### config.mk
export PLATFORM = sky130hd
export DESIGN_NAME = ibex_instr_iob_bridge
export DESIGN_NICKNAME = d
export VERILOG_FILES = /design/src/rtl/ibex_instr_iob_pkg.sv /design/src/rtl/ibex_instr_iob_bridge.sv
export SDC_FILE = /design/constraint.sdc
export NUM_CORES = 1
export LEC_CHECK = 0
export ABC_AREA = 0
export BUFFER_PORTS_ARGS = -buffer_cell sky130_fd_sc_hd__buf_2
export CAP_MARGIN = 0
export CORE_MARGIN = 2
export CORE_UTILIZATION = 30
export CTS_CLUSTER_DIAMETER = 40
export DETAILED_ROUTE_END_ITERATION = 12
export PLACE_DENSITY = 0.87
export SYNTH_ARGS = -nofsm -noshare
export SYNTH_HDL_FRONTEND = slang
export SYNTH_SLANG_ARGS = --single-unit
### constraint.sdc
create_clock -name clk_i -period 6.15 [get_ports clk_i]
set_input_delay 1.845 -clock clk_i [delete_from_list [all_inputs] [get_ports clk_i]]
set_output_delay 1.845 -clock clk_i [all_outputs]
set_load 0.03 [all_outputs]
### src/rtl/ibex_instr_iob_pkg.sv
// ---------------------------------------------------------------------------
// ibex_instr_iob_pkg : shared types and widths for the instruction IOb bridge
// Revision: 1.0
// ---------------------------------------------------------------------------
`default_nettype none

package ibex_instr_iob_pkg;

  localparam int unsigned IOB_ADDR_W = 32;
  localparam int unsigned IOB_DATA_W = 32;

  // Kind of traffic currently outstanding; bus and local errors never mix.
  typedef enum logic [1:0] {
    IDLE = 2'd0,
    BUS  = 2'd1,
    ERR  = 2'd2
  } mode_e;

endpackage : ibex_instr_iob_pkg

`default_nettype wire

### src/rtl/ibex_instr_iob_bridge.sv
// ---------------------------------------------------------------------------
// ibex_instr_iob_bridge : prefetch req/gnt/rvalid to IOb read bridge
// Revision: 1.0
// ---------------------------------------------------------------------------
`default_nettype none

module ibex_instr_iob_bridge
  import ibex_instr_iob_pkg::*;
#(
  parameter int unsigned           NUM_REQS = 2,
  parameter logic [IOB_ADDR_W-1:0] MemBase  = 32'h0000_0000,
  parameter logic [IOB_ADDR_W-1:0] MemSize  = 32'h0001_0000
) (
  input  logic                  clk_i,
  input  logic                  rst_ni,
  input  logic                  instr_req_i,
  input  logic [IOB_ADDR_W-1:0] instr_addr_i,
  output logic                  instr_gnt_o,
  output logic                  instr_rvalid_o,
  output logic [IOB_DATA_W-1:0] instr_rdata_o,
  output logic                  instr_err_o,
  output logic                  iob_valid_o,
  output logic [IOB_ADDR_W-1:0] iob_addr_o,
  input  logic                  iob_ready_i,
  input  logic                  iob_rvalid_i,
  input  logic [IOB_DATA_W-1:0] iob_rdata_i,
  output logic                  busy_o
);

  localparam int unsigned     CNT_W   = $clog2(NUM_REQS + 1);
  localparam logic [CNT_W-1:0] MAX_CNT = CNT_W'(NUM_REQS);

  logic [CNT_W-1:0] cnt_q, cnt_d;
  mode_e            mode_q, mode_d;
  logic             err_pend_q, err_pend_d;

  logic w_in_range;
  logic w_eligible;
  logic w_gnt;
  logic w_bus_gnt;
  logic w_err_gnt;
  logic w_bus_rsp;

  // Offset compare handles windows that start above zero without a lower bound check.
  assign w_in_range = (instr_addr_i - MemBase) < MemSize;

  assign w_eligible = instr_req_i &
                      (w_in_range ? ((mode_q != ERR) && (cnt_q < MAX_CNT))
                                  : ((cnt_q == '0) && !err_pend_q));

  assign w_gnt     = w_eligible & (w_in_range ? iob_ready_i : 1'b1);
  assign w_bus_gnt = w_gnt & w_in_range;
  assign w_err_gnt = w_gnt & ~w_in_range;
  // A response with nothing outstanding is dropped here.
  assign w_bus_rsp = (mode_q == BUS) && (cnt_q != '0) && iob_rvalid_i;

  assign iob_valid_o    = w_eligible & w_in_range;
  assign iob_addr_o     = {instr_addr_i[IOB_ADDR_W-1:2], 2'b00};
  assign instr_gnt_o    = w_gnt;
  assign instr_rvalid_o = w_bus_rsp | err_pend_q;
  assign instr_rdata_o  = w_bus_rsp ? iob_rdata_i : '0;
  assign instr_err_o    = err_pend_q;
  assign busy_o         = (cnt_q != '0) | err_pend_q | instr_req_i;

  always_comb begin
    cnt_d      = cnt_q;
    err_pend_d = err_pend_q;
    mode_d     = mode_q;

    unique case ({w_bus_gnt, w_bus_rsp})
      2'b10:   cnt_d = cnt_q + CNT_W'(1);
      2'b01:   cnt_d = cnt_q - CNT_W'(1);
      default: cnt_d = cnt_q;
    endcase

    // The pending error is answered the cycle after its grant, unconditionally.
    if (w_err_gnt) begin
      err_pend_d = 1'b1;
    end else if (err_pend_q) begin
      err_pend_d = 1'b0;
    end

    if (w_bus_gnt) begin
      mode_d = BUS;
    end else if (w_err_gnt) begin
      mode_d = ERR;
    end else if ((cnt_d == '0) && !err_pend_d) begin
      mode_d = IDLE;
    end
  end

  always_ff @(posedge clk_i or negedge rst_ni) begin
    if (!rst_ni) begin
      cnt_q      <= '0;
      mode_q     <= IDLE;
      err_pend_q <= 1'b0;
    end else begin
      cnt_q      <= cnt_d;
      mode_q     <= mode_d;
      err_pend_q <= err_pend_d;
    end
  end

`ifndef SYNTHESIS
  always @(posedge clk_i) begin
    assert (!(rst_ni && iob_rvalid_i && (cnt_q == '0)))
      else $warning("stray iob_rvalid_i with no outstanding fetch was dropped");
  end
`endif

endmodule : ibex_instr_iob_bridge

`default_nettype wire

==> results.yml, run 1 <==
status:
  outcome: "finished, final reports clean"
floorplanning:
  die_w_um: 57.10
  dieArea_um2: 3260
  coreArea_um2: 2710
  start_util: 0.3121
  placementRows: 19
  ios: 138
  fp.dieH_um: 57.10
min_path:
  min_from: "mode_q[0]"
  holdPathEnd: "mode_q[0]"
  min_path_type: "reg2reg"
  hold_depth: 2
clock_network:
  h-tree-depth: 1
  cts_max_path_buffers: 2
  cts_setup_buffers: 0
  clk_pin_slew_ps: 40
  cts_hold_buffers: 0
  cts_resized: 0
  cts_buffers: 3
  cts_sinks: 5
  clock-root-buffer: "clkbuf_4"
  cts_tree: "built"
  clock_latency_ps: 240
timing:
  skew_ps: 1.143
  setup_viol: 0
  fin_crit_ps: 4942
  rsz0062_at_grt: "false"
  worst_slack_ps: 1208
  finalSetupTns_ps: 0
  max_freq_mhz: 202.3
  hold_viol_final: 0
  drv_slew: 0
  period_share: 0.8036
detailed_routing:
  vias: 929
  antenna_left: 0
  wl_met3_um: 262
  wl_met1_um: 753
  route.detailed.wl_per_inst_um: 9.967
  drc: 0
  drtIter0Drc: 13
  top_layer_used: "met4"
  firstDrtPassIters: 4
  vias_per_cell: 4.424
  wl_met2_um: 1034
  wl_um: 2093
logic_synthesis:
  synth_ff_type: "dfrtp_1"
  ys_warn_count: 0
  synthesis.area_um2: 845.8
  synthArstFlopShare: 1.000
  ys_seq_area_frac: 0.1479
  synth_top_area_frac: 0.2840
  synth_area_leaders: "buf_4 28%, and2_1 24%, dfrtp_1 15%"
  synth-seq-cells: 5
  netlist_instances: 104
  yosysUniqueCellTypes: 28
  synth_area_leader_cell: "buf_4"
  synth-edff-count: 0
  postSynthAreaPerCell_um2: 8.133
worst_setup_path:
  cp.arrival_ps: 3100
  reg2reg_depth: 6
  end_kind: "primary output"
  start_kind: "input pin"
  r2r-start: "cnt_q[1]"
  reg2reg_slack_ps: 3990
  r2r-end: "mode_q[1]"
  required_ps: 4300
  path_class: "in2out"
  crit_fanout: 4
cells_and_area:
  final_area_um2: 1191
  area_delta_synth_final_pct: 40.83
  diodes: 0
  layout_common_cells: "105 x buf_2, 32 x and2_1, 5 x dfrtp_1"
  final_nets: 250
  drive_gt1_frac: 0.6425
  utilization: 0.4395
  final_common_cell: "buf_2"
power_and_ir_drop:
  switching_power_uw: 41.95
  power_density_nw_per_um2: 100.5
  power.internal_uw: 77.77
  comb_power_share: 0.400
  p_leak_uw: 0.0007500
  peakVddDrop_uv: 68.67
  switching_share: 0.3504
  p_seq_frac: 0.290
  clkPwrFrac: 0.310
grt:
  grt_usage: 0.1174
  overflow: 0
  grt_pass1_vias: 744
  grt_pass1_wl_um: 3063
  grt_max_degree: 35
  antenna_found_initial: 0
placement:
  dpl_worst_slack_ps: 1191
  hpwl_um: 1802
  place_congestion: 0.6822
  placed_area_um2: 1165
  io_buffers: 105
run:
  max_cap_violations: 0
==> through the flow <==
step	std cells	power (µW)	hold WS, ps
2_1_floorplan	105	82.52	481.9
3_3_place_gp	206	82.80	509.0
3_5_place_dp	206	83.54	517.0
4_1_cts	210	121.4	528.3
5_1_grt	210	128.9	550.7
6_report	210	119.7	521.9
==> worst max-delay path by stage <==
| stage | cells past startpoint | to | startpoint |
|---|---|---|---|
| 5_1_grt | 6 | instr_gnt_o | instr_addr_i[23] |
| 3_5_place_dp | 6 | instr_gnt_o | instr_addr_i[21] |
| 3_3_place_gp | 6 | instr_gnt_o | instr_addr_i[21] |
| 2_1_floorplan | 4 | instr_gnt_o | instr_addr_i[23] |
| 4_1_cts | 6 | instr_gnt_o | instr_addr_i[21] |
| 6_report | 6 | instr_gnt_o | instr_addr_i[28] |
==> metal layers <==
layer | vias up | track usage
met4 | 0 | 0.06977
li1 | 455 | -
met1 | 394 | 0.1355
met3 | 10 | 0.006803
met5 | - | 0
met2 | 70 | 0.2118
==> synth_stat cells, types with 2 or more instances <==
master and number:
dfrtp_1 5, and2_1 32, nor4_4 3, nor4bb_1 2, buf_4 32, nor2_1 3
xnor2_1 2, nand2_1 2, inv_1 2, clkbuf_1 3
==> registers in the layout (all words and copies together) (netlist names) <==
name,count
cnt_q,2
instr_err_o,1
mode_q,2
==> critical path, cell delays in order <==
cell,delay [ps]
buf_2,120
nor4_4,300
nand4_1,150
or3_4,420
nand2_1,70
buf_2,190
==> area by class of cell <==
class | instances | area [µm²]
inverters | 2 | 7.507
multi-input cells | 62 | 460.4
flip-flops and latches | 5 | 125.1
repair buffers | 106 | 533.0
clock buffers | 4 | 26.28
fillers | 273 | 1519
well taps | 31 | 38.79
==> power groups by stage <==
stage | clock network [µW] | registers, µW | logic [µW]
after global routing | 43.0 | 34.8 | 51.1
final | 37.1 | 34.7 | 47.9
after floorplan | 0 | 35.9 | 46.6
after global placement | 0 | 35.2 | 47.6
after detailed placement | 0 | 35.2 | 48.3
after CTS | 38.2 | 34.7 | 48.4
==> cells by family (layout without fill, tap and decap cells) <==
logic type | Yosys count | count (layout) | synth area share
and+or+nand+nor | 53 | 53 | 0.4586
buffers and inverters | 38 | 112 | 0.3121
DFF | 5 | 5 | 0.1479
AOI/OAI and AO/OA | 3 | 3 | 0.03107
xor gates and xnor gates | 3 | 3 | 0.03107
adders and majority gates | 1 | 1 | 0.01479
other | 1 | 2 | 0.004434
Power figures use the tool's default switching activity.
==> run 2, diff against run 1 <==
ABC_AREA = 1   (was 0)
CORE_UTILIZATION = 28   (was 30)
PLACE_DENSITY = 0.82   (was 0.87)
clock period = 4.65 ns   (was 6.15 ns; I/O delays follow)
==> run 2 against run 1 <==
Against the previous run:
- die area up 8.7%
- register-to-register slack worse by 1300 ps
- sequential power up 28%
- largest cell class unchanged
- synthesized cell count up 51%
- critical path depth up 3
- area after synthesis up 2.1%
- worst hold slack worse by 19 ps
- sequential cell count unchanged
- clock-buffer cell count unchanged
- first-iteration DRC count up 38%
- sequential share of layout area down 0.18 points
- cell count up 27%
==> results.yml, run 2 <==
status:
  outcome: "finished, final reports clean"
clock_network:
  cts_hold_buffers: 0
  h-tree-depth: 1
  cts_tree: "built"
  cts_setup_buffers: 0
  cts_buffers: 3
  cts_max_path_buffers: 2
  cts_sinks: 5
  clk_pin_slew_ps: 40
  clock-root-buffer: "clkbuf_4"
  cts_resized: 0
  clock_latency_ps: 230
timing:
  skew_ps: 0.5019
  hold_viol_final: 0
  drv_slew: 0
  setup_viol: 0
  worst_slack_ps: 786.0
  fin_crit_ps: 3864
  rsz0062_at_grt: "false"
  period_share: 0.8310
  holdWs_ps: 502.9
  finalSetupTns_ps: 0
  max_freq_mhz: 258.8
grt:
  grt_max_degree: 34
  grt_usage: 0.09812
  antenna_found_initial: 0
  overflow: 0
  grt_pass1_wl_um: 2753
  grt_pass1_vias: 729
worst_setup_path:
  path_class: "in2out"
  end_kind: "primary output"
  cp.arrival_ps: 2470
  reg2reg_slack_ps: 2680
  path_common_cell: "nand2_1"
  start_kind: "input pin"
  path_cells: "buf_2 > nor2_1 > nand2_1 > nor2_1 > nand2_1 > nand2_1 > nand4_1 > inv_1 > buf_2"
  crit_fanout: 4
  slowest_delay_ps: 230
  r2r-end: "mode_q[0]"
  r2r-start: "cnt_q[1]"
  required_ps: 3250
  reg2reg_depth: 13
  crit_slowest_cell: "nor2_1"
floorplanning:
  ios: 138
  coreArea_um2: 3003
  start_util: 0.2875
  die_w_um: 59.53
  placementRows: 20
  dieArea_um2: 3543
  fp.dieH_um: 59.53
cells_and_area:
  area_delta_synth_final_pct: 40.43
  diodes: 0
  drive_gt1_frac: 0.4764
  final_nets: 304
  utilization: 0.4038
  layout_common_cells: "105 x buf_2, 44 x nor2_1, 44 x inv_1"
  final_common_cell: "buf_2"
detailed_routing:
  vias: 1010
  drc: 0
  drtIter0Drc: 18
  wl_um: 2127
  firstDrtPassIters: 2
  antenna_left: 0
  route.detailed.wl_per_inst_um: 7.996
  vias_per_cell: 3.797
min_path:
  min_from: "mode_q[1]"
  holdPathEnd: "mode_q[1]"
  hold_depth: 2
  min_path_type: "reg2reg"
logic_synthesis:
  synthArstFlopShare: 1.000
  yosysUniqueCellTypes: 16
  synth-edff-count: 0
  synth_area_leaders: "buf_4 28%, inv_1 19%, nor2_1 19%"
  synth_ff_type: "dfrtp_1"
  ys_seq_area_frac: 0.1449
  yosys-top-cells-count: "44 x inv_1, 44 x nor2_1, 32 x buf_4, 13 x nand2_1, 6 x nand3_1"
  synth_area_leader_cell: "buf_4"
  ys_warn_count: 0
  postSynthAreaPerCell_um2: 5.499
  synth_top_area_frac: 0.2783
  synth-seq-cells: 5
  netlist_instances: 157
  synthesis.area_um2: 863.3
power_and_ir_drop:
  clkPwrFrac: 0.322
  comb_power_share: 0.376
  power_density_nw_per_um2: 121.5
  power.internal_uw: 99.84
  peakVddDrop_uv: 109.0
  p_seq_frac: 0.301
  switching_power_uw: 47.46
  p_leak_uw: 0.0009596
  switching_share: 0.3222
  finalPower_uw: 147.3
placement:
  io_buffers: 105
  hpwl_um: 1842
  place_congestion: 0.7868
  dpl_worst_slack_ps: 765.1
run:
  max_cap_violations: 0
-- run 2: how the worst max path moves through the flow --
| stage | start | to | slack (ps) | cells past startpoint |
|---|---|---|---|---|
| CTS | instr_addr_i[30] | instr_gnt_o | 770 | 9 |
| detailed placement | instr_addr_i[30] | instr_gnt_o | 770 | 9 |
| global placement | instr_addr_i[30] | instr_gnt_o | 800 | 9 |
| global route | instr_addr_i[30] | instr_gnt_o | 690 | 9 |
| floorplan | iob_rvalid_i | instr_rdata_o[22] | 1010 | 5 |
| finish | instr_addr_i[30] | instr_gnt_o | 790 | 9 |
-- run 2: cell families (layout without fill, tap and decap cells) --
logic type / Yosys count / count (layout) / share of synthesized area
buffers and inverters: 79 / 154 / 0.4870
xor gates and xnor gates: 2 / 2 / 0.02029
adders and majority gates: 1 / 1 / 0.01449
and+or+nand+nor: 68 / 68 / 0.3232
other: 1 / 2 / 0.004344
DFF: 5 / 5 / 0.1449
AOI/OAI and AO/OA: 1 / 1 / 0.005792
-- run 2: through the flow --
| step | std cells | area (µm²) |
|---|---|---|
| floorplan | 158 | 867.1 |
| detailed placement | 262 | 1186 |
| global placement | 262 | 1186 |
| global route | 266 | 1212 |
| finish | 266 | 1212 |
| CTS | 266 | 1212 |
-- run 2: layout make-up --
cell class / count / area [µm²]
clock buffers: 4 / 26.28
well taps: 33 / 41.29
multi-input cells: 74 / 321.6
repair buffers: 106 / 533.0
inverters: 44 / 165.2
fillers: 315 / 1790
flip-flops and latches: 5 / 125.1
-- run 2: power by group through the flow --
stage	Clock, µW	Combinational (µW)	Sequential [µW]
6_report	47.5	55.4	44.4
5_1_grt	54.9	60.8	44.3
4_1_cts	51.0	55.8	44.3
3_5_place_dp	0	55.6	45.0
3_3_place_gp	0	54.9	44.9
2_1_floorplan	0	59.5	44.9
-- run 2: routing by layer --
layer,wire length (µm),GRT usage,vias up,share of wire
li1,-,-,555,-
met1,889,0.1067,410,0.42
met2,1078,0.1758,43,0.51
met3,147,0.02183,2,0.069
met4,11,0.05079,0,0.0052
met5,0,0,-,0
-- run 2: worst max-delay path: cells and delay by family --
kind	cells	cell delay (ps)
and+or+nand+nor	6	710
buffers and inverters	3	370
